**src/rtl/selen_wb_arb_pkg.sv**
```systemverilog
// Shared types and constants for the Selen two-port Wishbone arbiter.
package selen_wb_arb_pkg;

  typedef enum logic [1:0] {IDLE, BUS, RESP} state_e;
  typedef enum logic {GNT_I, GNT_D} grant_e;

  localparam logic [31:0] TIMEOUT_RDATA = 32'hDEAD_BEEF;

endpackage

```
**src/rtl/selen_wb_arbiter_if.sv**
```systemverilog
// Wishbone classic master bus between the arbiter and the system interconnect.
interface selen_wb_arbiter_if #(
  parameter int unsigned ADDR_W = 32,
  parameter int unsigned DATA_W = 32
);
  logic                  wb_cyc_o;
  logic                  wb_stb_o;
  logic                  wb_we_o;
  logic [ADDR_W-1:0]     wb_adr_o;
  logic [DATA_W-1:0]     wb_dat_o;
  logic [DATA_W/8-1:0]   wb_sel_o;
  logic [DATA_W-1:0]     wb_dat_i;
  logic                  wb_ack_i;

  modport master (
    output wb_cyc_o, wb_stb_o, wb_we_o, wb_adr_o, wb_dat_o, wb_sel_o,
    input  wb_dat_i, wb_ack_i
  );

  modport slave (
    input  wb_cyc_o, wb_stb_o, wb_we_o, wb_adr_o, wb_dat_o, wb_sel_o,
    output wb_dat_i, wb_ack_i
  );
endinterface

```
**src/rtl/selen_wb_arb_rr.sv**
```systemverilog
// Combinational round-robin picker for the I and D requesters.
module selen_wb_arb_rr
  import selen_wb_arb_pkg::*;
(
  input  logic   i_req_val,
  input  logic   d_req_val,
  input  grant_e last_grant,
  output logic   gnt_val,
  output grant_e gnt
);

  always_comb begin
    gnt_val = i_req_val | d_req_val;
    gnt     = GNT_I;
    if (i_req_val && d_req_val) gnt = (last_grant == GNT_D) ? GNT_I : GNT_D;
    else if (d_req_val)         gnt = GNT_D;
  end

endmodule

```
**src/rtl/selen_wb_arbiter.sv**
```systemverilog
// Round-robin arbiter sharing one Wishbone classic master between the Selen I and D ports.
// Optional bus watchdog: define SELEN_WB_ARB_TIMEOUT_EN.
module selen_wb_arbiter
  import selen_wb_arb_pkg::*;
#(
  parameter int unsigned ADDR_W         = 32,
  parameter int unsigned DATA_W         = 32,
  parameter int unsigned TIMEOUT_CYCLES = 256
) (
  input  logic                clk,
  input  logic                rst_n,
  input  logic                i_req_val,
  input  logic [ADDR_W-1:0]   i_req_addr,
  output logic                i_req_ack,
  output logic [DATA_W-1:0]   i_ack_rdata,
  output logic                i_ack_err,
  input  logic                d_req_val,
  input  logic                d_req_we,
  input  logic [ADDR_W-1:0]   d_req_addr,
  input  logic [DATA_W-1:0]   d_req_wdata,
  input  logic [DATA_W/8-1:0] d_req_be,
  output logic                d_req_ack,
  output logic [DATA_W-1:0]   d_ack_rdata,
  output logic                d_ack_err,
  selen_wb_arbiter_if.master  wb
);

  localparam int unsigned SEL_W = DATA_W / 8;

  state_e              state_q, state_d;
  // Updated on every grant, so it also names the owner of the cycle in flight.
  grant_e              last_q, last_d;
  logic [ADDR_W-1:0]   adr_q, adr_d;
  logic [DATA_W-1:0]   dat_q, dat_d;
  logic [SEL_W-1:0]    sel_q, sel_d;
  logic                we_q, we_d;
  logic [DATA_W-1:0]   i_rdata_q, i_rdata_d;
  logic [DATA_W-1:0]   d_rdata_q, d_rdata_d;
  logic                gnt_val;
  grant_e              gnt;

`ifdef SELEN_WB_ARB_TIMEOUT_EN
  localparam int unsigned CNT_W = $clog2(TIMEOUT_CYCLES) + 1;
  logic [CNT_W-1:0] cnt_q, cnt_d;
  logic             err_q, err_d;
`endif

  selen_wb_arb_rr u_rr (
    .i_req_val  (i_req_val),
    .d_req_val  (d_req_val),
    .last_grant (last_q),
    .gnt_val    (gnt_val),
    .gnt        (gnt)
  );

  always_comb begin
    state_d   = state_q;
    last_d    = last_q;
    adr_d     = adr_q;
    dat_d     = dat_q;
    sel_d     = sel_q;
    we_d      = we_q;
    i_rdata_d = i_rdata_q;
    d_rdata_d = d_rdata_q;
`ifdef SELEN_WB_ARB_TIMEOUT_EN
    err_d     = err_q;
    cnt_d     = (state_q == BUS) ? cnt_q + CNT_W'(1) : '0;
`endif
    case (state_q)
      IDLE: if (gnt_val) begin
        state_d = BUS;
        last_d  = gnt;
`ifdef SELEN_WB_ARB_TIMEOUT_EN
        err_d   = 1'b0;
`endif
        if (gnt == GNT_I) begin
          adr_d = i_req_addr;
          dat_d = '0;
          sel_d = '1;
          we_d  = 1'b0;
        end else begin
          adr_d = d_req_addr;
          dat_d = d_req_wdata;
          sel_d = d_req_be;
          we_d  = d_req_we;
        end
      end
      BUS: if (wb.wb_ack_i) begin
        state_d = RESP;
        if (last_q == GNT_I) i_rdata_d = wb.wb_dat_i;
        else                 d_rdata_d = wb.wb_dat_i;
      end
`ifdef SELEN_WB_ARB_TIMEOUT_EN
      else if (cnt_q == CNT_W'(TIMEOUT_CYCLES - 1)) begin
        state_d = RESP;
        err_d   = 1'b1;
        if (last_q == GNT_I) i_rdata_d = DATA_W'(TIMEOUT_RDATA);
        else                 d_rdata_d = DATA_W'(TIMEOUT_RDATA);
      end
`endif
      RESP:    state_d = IDLE;
      default: state_d = IDLE;
    endcase
  end

  always_ff @(posedge clk or negedge rst_n) begin
    if (!rst_n) begin
      state_q   <= IDLE;
      last_q    <= GNT_D;
      adr_q     <= '0;
      dat_q     <= '0;
      sel_q     <= '0;
      we_q      <= 1'b0;
      i_rdata_q <= '0;
      d_rdata_q <= '0;
    end else begin
      state_q   <= state_d;
      last_q    <= last_d;
      adr_q     <= adr_d;
      dat_q     <= dat_d;
      sel_q     <= sel_d;
      we_q      <= we_d;
      i_rdata_q <= i_rdata_d;
      d_rdata_q <= d_rdata_d;
    end
  end

  assign wb.wb_cyc_o = (state_q == BUS);
  assign wb.wb_stb_o = (state_q == BUS);
  assign wb.wb_we_o  = we_q;
  assign wb.wb_adr_o = adr_q;
  assign wb.wb_dat_o = dat_q;
  assign wb.wb_sel_o = sel_q;

  assign i_req_ack   = (state_q == RESP) && (last_q == GNT_I);
  assign d_req_ack   = (state_q == RESP) && (last_q == GNT_D);
  assign i_ack_rdata = i_rdata_q;
  assign d_ack_rdata = d_rdata_q;

`ifdef SELEN_WB_ARB_TIMEOUT_EN
  always_ff @(posedge clk or negedge rst_n) begin
    if (!rst_n) begin
      cnt_q <= '0;
      err_q <= 1'b0;
    end else begin
      cnt_q <= cnt_d;
      err_q <= err_d;
    end
  end

  assign i_ack_err = i_req_ack & err_q;
  assign d_ack_err = d_req_ack & err_q;
`else
  logic unused_timeout_cycles;
  assign unused_timeout_cycles = |TIMEOUT_CYCLES;
  assign i_ack_err = 1'b0;
  assign d_ack_err = 1'b0;
`endif

endmodule

```
**src/flat_wrapper.sv**
```systemverilog
// flat-port wrapper written by rule: the top's interface ports become plain ports
module selen_wb_arbiter_flat import selen_wb_arb_pkg::*;
#(
  parameter int unsigned ADDR_W         = 32,
  parameter int unsigned DATA_W         = 32,
  parameter int unsigned TIMEOUT_CYCLES = 256
)
  (clk, rst_n, i_req_val, i_req_addr, i_req_ack, i_ack_rdata, i_ack_err, d_req_val, d_req_we, d_req_addr, d_req_wdata, d_req_be, d_req_ack, d_ack_rdata, d_ack_err, wb_wb_cyc_o, wb_wb_stb_o, wb_wb_we_o, wb_wb_adr_o, wb_wb_dat_o, wb_wb_sel_o, wb_wb_dat_i, wb_wb_ack_i);
  selen_wb_arbiter_if #(.ADDR_W(ADDR_W), .DATA_W(DATA_W)) wb_i ();
  input  logic clk;
  input  logic rst_n;
  input  logic i_req_val;
  input  logic [ADDR_W-1:0] i_req_addr;
  output logic i_req_ack;
  output logic [DATA_W-1:0] i_ack_rdata;
  output logic i_ack_err;
  input  logic d_req_val;
  input  logic d_req_we;
  input  logic [ADDR_W-1:0] d_req_addr;
  input  logic [DATA_W-1:0] d_req_wdata;
  input  logic [DATA_W/8-1:0] d_req_be;
  output logic d_req_ack;
  output logic [DATA_W-1:0] d_ack_rdata;
  output logic d_ack_err;
  output wire logic [$bits(wb_i.wb_cyc_o)-1:0] wb_wb_cyc_o;
  output wire logic [$bits(wb_i.wb_stb_o)-1:0] wb_wb_stb_o;
  output wire logic [$bits(wb_i.wb_we_o)-1:0] wb_wb_we_o;
  output wire logic [$bits(wb_i.wb_adr_o)-1:0] wb_wb_adr_o;
  output wire logic [$bits(wb_i.wb_dat_o)-1:0] wb_wb_dat_o;
  output wire logic [$bits(wb_i.wb_sel_o)-1:0] wb_wb_sel_o;
  input wire logic [$bits(wb_i.wb_dat_i)-1:0] wb_wb_dat_i;
  input wire logic [$bits(wb_i.wb_ack_i)-1:0] wb_wb_ack_i;
  assign wb_wb_cyc_o = wb_i.wb_cyc_o;
  assign wb_wb_stb_o = wb_i.wb_stb_o;
  assign wb_wb_we_o = wb_i.wb_we_o;
  assign wb_wb_adr_o = wb_i.wb_adr_o;
  assign wb_wb_dat_o = wb_i.wb_dat_o;
  assign wb_wb_sel_o = wb_i.wb_sel_o;
  assign wb_i.wb_dat_i = wb_wb_dat_i;
  assign wb_i.wb_ack_i = wb_wb_ack_i;
  selen_wb_arbiter #(.ADDR_W(ADDR_W), .DATA_W(DATA_W), .TIMEOUT_CYCLES(TIMEOUT_CYCLES)) u_core (.clk(clk), .rst_n(rst_n), .i_req_val(i_req_val), .i_req_addr(i_req_addr), .i_req_ack(i_req_ack), .i_ack_rdata(i_ack_rdata), .i_ack_err(i_ack_err), .d_req_val(d_req_val), .d_req_we(d_req_we), .d_req_addr(d_req_addr), .d_req_wdata(d_req_wdata), .d_req_be(d_req_be), .d_req_ack(d_req_ack), .d_ack_rdata(d_ack_rdata), .d_ack_err(d_ack_err), .wb(wb_i));
endmodule
```
**config.mk**
```make
export PLATFORM = sky130hd
export DESIGN_NAME = selen_wb_arbiter_flat
export DESIGN_NICKNAME = d
export VERILOG_FILES = /design/src/rtl/selen_wb_arb_pkg.sv /design/src/rtl/selen_wb_arbiter_if.sv /design/src/rtl/selen_wb_arb_rr.sv /design/src/rtl/selen_wb_arbiter.sv /design/src/flat_wrapper.sv
export SDC_FILE = /design/constraint.sdc
export NUM_CORES = 1
export LEC_CHECK = 0
export ABC_AREA = 1
export CORE_UTILIZATION = 40
export CTS_CLUSTER_SIZE = 10
export DETAILED_ROUTE_END_ITERATION = 10
export PLACE_DENSITY_LB_ADDON = 0.05
export SLEW_MARGIN = 25
export SYNTH_ARGS = -nofsm -noshare
export SYNTH_HDL_FRONTEND = slang
export SYNTH_SLANG_ARGS = --single-unit
```
**constraint.sdc**
```tcl
create_clock -name clk -period 1.8 [get_ports clk]
set_input_delay 0.54 -clock clk [delete_from_list [all_inputs] [get_ports clk]]
set_output_delay 0.54 -clock clk [all_outputs]
set_load 0.03 [all_outputs]
```
## After elaboration in Yosys (flattened, before gate mapping)

Cells that the tools add are included.

| storage, ports and cells | value |
|---|---|
| register bits | 136 |
| bits of input ports | 138 |
| output and inout port bits | 139 |
| logic and storage cells | 32 |

| cells by class | value |
|---|---|
| equality and inequality tests | 4 |
| muxes and demuxes | 10 |
| bitwise logic cells | 2 |
| reductions and logical operators | 8 |

Operators with widths:

| cell | count |
|---|---|
| $mux 32 | 2 |
| $reduce_and 3->1 | 2 |
| $mux 1 | 4 |
| $mux 2 | 2 |
| $mux 4 | 1 |
| $ne 2x1->1 const B | 2 |
| $pmux 2 s2 | 1 |
| $reduce_and 2->1 | 2 |
| $logic_and 1x1->1 | 3 |
| $eq 2x1->1 const B | 1 |
| $eq 2x2->1 const B | 1 |
| $logic_not 2->1 | 1 |
| $not 1->1 | 1 |
| $or 1x1->1 | 1 |

## Longest topological paths before layout

| depth | value |
|---|---|
| word-level depth | 3 |
| mapped depth | 7 |
| gate-level depth less buffers | 6 |

## By module

A second synthesis with hierarchy kept.

| second synthesis, totals | value |
|---|---|
| cell total of the unflattened synthesis | 707 |
| area, all modules | 5,833.1 µm² |

Modules (own cells, without submodules):

| module | times used | cells an instance | area each (µm²) | sequential area each (µm²) |
|---|---|---|---|---|
| selen_wb_arbiter | 1 | 704 | 5,818.1 | 3,404.5 |
| selen_wb_arb_rr | 1 | 3 | 15.0 | 0.0 |

## Least setup slack after synthesis

No wires, ideal clock.

| timing | value |
|---|---|
| path type | flip-flop to output port |
| from | reg u_core.last_q |
| to | out d_req_ack |
| arrival | 1.292 ns |
| data required time | 1.260 ns |
| slack | -0.032 ns |
| stages on the path, launching flop included | 3 |
| path buffers | 0 |
| cell sequence | dfstp_2 inv_1 nor3_1 |

| on the way | value |
|---|---|
| word-level cells in the longest chain between the ends | 1 |

RTL lines:

| item | RTL line | RTL |
|---|---|---|
| start, declared | selen_wb_arbiter.sv:32 | `grant_e last_q, last_d;` |
| start signal, assigned | selen_wb_arbiter.sv:118 | `last_q <= last_d;` |
| $logic_and 1x1->1 | selen_wb_arbiter.sv:136 | `assign d_req_ack = (state_q == RESP) && (last_q == GNT_D);` |
| end, declared | flat_wrapper.sv:22 | `output logic d_req_ack;` |

No other way between the ends.

## Worst setup path in the final report

Ends and elaborated chain as after synthesis.

==> results.toml <==
[min_path]
hold_class = "input pin to async pin"

[clocking]
htreeDepth = 4
cts_root_buf = "clkbuf_16"
numCtsBuffers = 17
clock-sinks = 136
cts_buffer_depth = 2
clkTransAtPathRegs_ns = 0.05
cts_tree = "done"
cts-hold-fix-buffers = 0
clock_latency_ns = 0.41

[critical_path]
cp.arrival_ns = 1.33
r2r_cells = 7
cp_max_fo = 4
crit_required_ns = 1.26
r2r_slack_ns = 0.39
endpoint_kind = "output pin"
crit_path_start_kind = "flip-flop"
r2r-start = "u_core.state_q[1]"
critPathKind = "flip-flop to output pin"
rr_endpoint = "u_core.wb.wb_dat_o[22]"

[route]
avgViaCountPerCell = 4.76
firstDrtPassIters = 7
maxUsedRoutingLayer = "met4"
wirelength_um = 17100
met2_length_um = 8470
detail-route-antenna-nets = 0
vias = 5578
wl_met3_um = 1470
wire_per_inst_um = 14.6
drtIter0Drc = 325
wl_met1_um = 6780
drc = 0

[floorplan]
die_x_um = 123
die_h_um = 123
core_um2 = 14000
ios = 277
die_area_um2 = 15000
initial_utilization = 0.414
fp-row-count = 43

[placed_design]
gp_congestion = 0.918
port_buffers = 274
post-place-ws_ns = -0.0943
post-dp-hpwl_um = 12600

[sta]
min_period_ns = 1.87
max_freq_ghz = 0.533
fin_ws_ns = -0.0748
hold_violations = 0
setup_violations = 2
post-route-period-util = 1.04
fin_skew_ns = 0.00768
rsz0062_at_grt = "true"
drv_slew = 0

[logic_synthesis]
ys_seq_elements = 136
syn_inst = 696
synth_area_um2 = 5810
ys_seq_area_frac = 0.586
yosys_warnings = 0
syn_avg_cell_area_um2 = 8.35
ys_types = 18

[finish]
multi_input_area_um2 = 1820
drive_gt1_frac = 0.0817
fillers = 1204
n_antenna_cell = 0
areaGrowthSynthToFinish_pct = 61.8
seq_area_um2 = 3410
final_nets = 1116

[grt]
gr-usage-all-layers = 0.232
grt_remaining_overflow = 0
grt_antenna_before_repair = 0
grt_pass1_wl_um = 27000
grt_max_degree = 65
grt_pass1_vias = 5570

[status]
violations = "setup timing"
status = "finished with violations"

[run]
drv_cap = 0

[power_and_ir_drop]
irDropWorstVdd_mv = 0.942
power.density_nw_per_um2 = 1830
fin_total_pwr_w = 0.0173
p_leak_nw = 5.16
[Yosys cell counts]
master | n | area share
nor2_1 | 3 | 0.0019
conb_1 | 1 | 0.00064
nor3_1 | 2 | 0.0017
clkbuf_1 | 12 | 0.0077
nand4_2 | 1 | 0.0022
o21ai_1 | 7 | 0.0060
nand2_1 | 236 | 0.15
inv_2 | 4 | 0.0026
inv_1 | 99 | 0.064
nor2_4 | 2 | 0.0039
o21ai_0 | 63 | 0.054
dfstp_2 | 1 | 0.0045
nand3_1 | 97 | 0.083
buf_4 | 12 | 0.015
buf_1 | 2 | 0.0013
dfrtp_1 | 135 | 0.58
nand2_2 | 3 | 0.0032
buf_2 | 16 | 0.014
[area by class of cell]
cell class / instances / area share
clock buffer: 21 / 0.0500
clock inverter: 11 / 0.0153
inverter: 103 / 0.0411
multi-input combinational: 416 / 0.194
sequential: 136 / 0.362
tap: 180 / 0.0239
timing repair buffer: 304 / 0.314
[registers in the layout (all words and copies together) (netlist names)]
| register | count |
|---|---|
| u_core.wb.wb_adr_o | 32 |
| u_core.i_ack_rdata | 32 |
| u_core.wb.wb_dat_o | 32 |
| u_core.state_q | 2 |
| u_core.wb.wb_we_o | 1 |
| u_core.last_q | 1 |
| u_core.wb.wb_sel_o | 4 |
| u_core.d_ack_rdata | 32 |
[through the flow]
| step | TNS, ns | std cells | hold WS (ns) | cell area, µm² | utilization |
|---|---|---|---|---|---|
| after CTS | -0.232 | 1170 | 0.0308 | 9390 | 0.668 |
| after global placement | -2.04 | 1135 | 0.459 | 8900 | 0.634 |
| after detailed placement | -3.85 | 1135 | 0.464 | 8900 | 0.634 |
| final | -0.0942 | 1171 | 0.0268 | 9410 | 0.670 |
| after global routing | -0.223 | 1171 | 0.0490 | 9410 | 0.670 |
| after floorplan | 0 | 697 | 0.244 | 5820 | - |
[worst max-delay path by stage]
stage,startpoint,to,slack [ns],cells past startpoint
floorplan,u_core.state_q[0],i_req_ack,0.15,1
global placement,i_req_val,u_core.wb.wb_dat_o[22],-0.06,7
detailed placement,d_req_val,u_core.wb.wb_dat_o[25],-0.09,7
CTS,u_core.last_q,d_req_ack,-0.09,3
global route,u_core.last_q,d_req_ack,-0.13,3
finish,u_core.last_q,d_req_ack,-0.07,3
[timing repair]
action,CTS,global route
resized for setup,136,5
endpoints found under the setup margin,137,6
pin swaps,1,0
setup buffers,3,1
gates cloned,0,0
[layout by cell type, fill, tap and decap left out, types with 2 or more instances in the layout]
master	n
nand2_1	236
clkdlybuf4s50_1	136
dfrtp_1	134
dlygate4sd2_1	131
inv_1	98
nand3_1	97
o21ai_0	63
buf_4	20
clkbuf_16	17
buf_12	12
o21ai_1	7
inv_2	5
clkinv_2	4
nor2_1	3
nand2_2	3
clkbuf_8	3
bufinv_16	3
buf_6	3
nor2_4	2
conb_1	2
clkinv_4	2
clkdlybuf4s15_1	2
[power by group]
group          internal (W)  switching, W  leakage (nW)
Sequential          0.00453      0.000783          1.71
Clock               0.00229       0.00127         0.303
Combinational       0.00284       0.00555          3.15
Total               0.00965       0.00760          5.16
[critical path, cell delays in order, from the launching register on]
cell and delay (ns):
dfstp_2 0.57, inv_2 0.06, nor3_4 0.15, buf_12 0.15
[cell families after synthesis]
group	count (synthesis)	synth area share
AOI/OAI and AO/OA	70	0.0603
buffers and inverters	145	0.105
DFF	136	0.586
other	1	0.000645
and+or+nand+nor	344	0.249
[metal layers]
layer | global-route usage | up-vias
li1 | - | 2705
met1 | 0.269 | 2627
met3 | 0.0743 | 29
met4 | 0.0991 | 0
met5 | 0 | -
met2 | 0.394 | 217
Note: power is estimated with default switching activity, not from simulation.
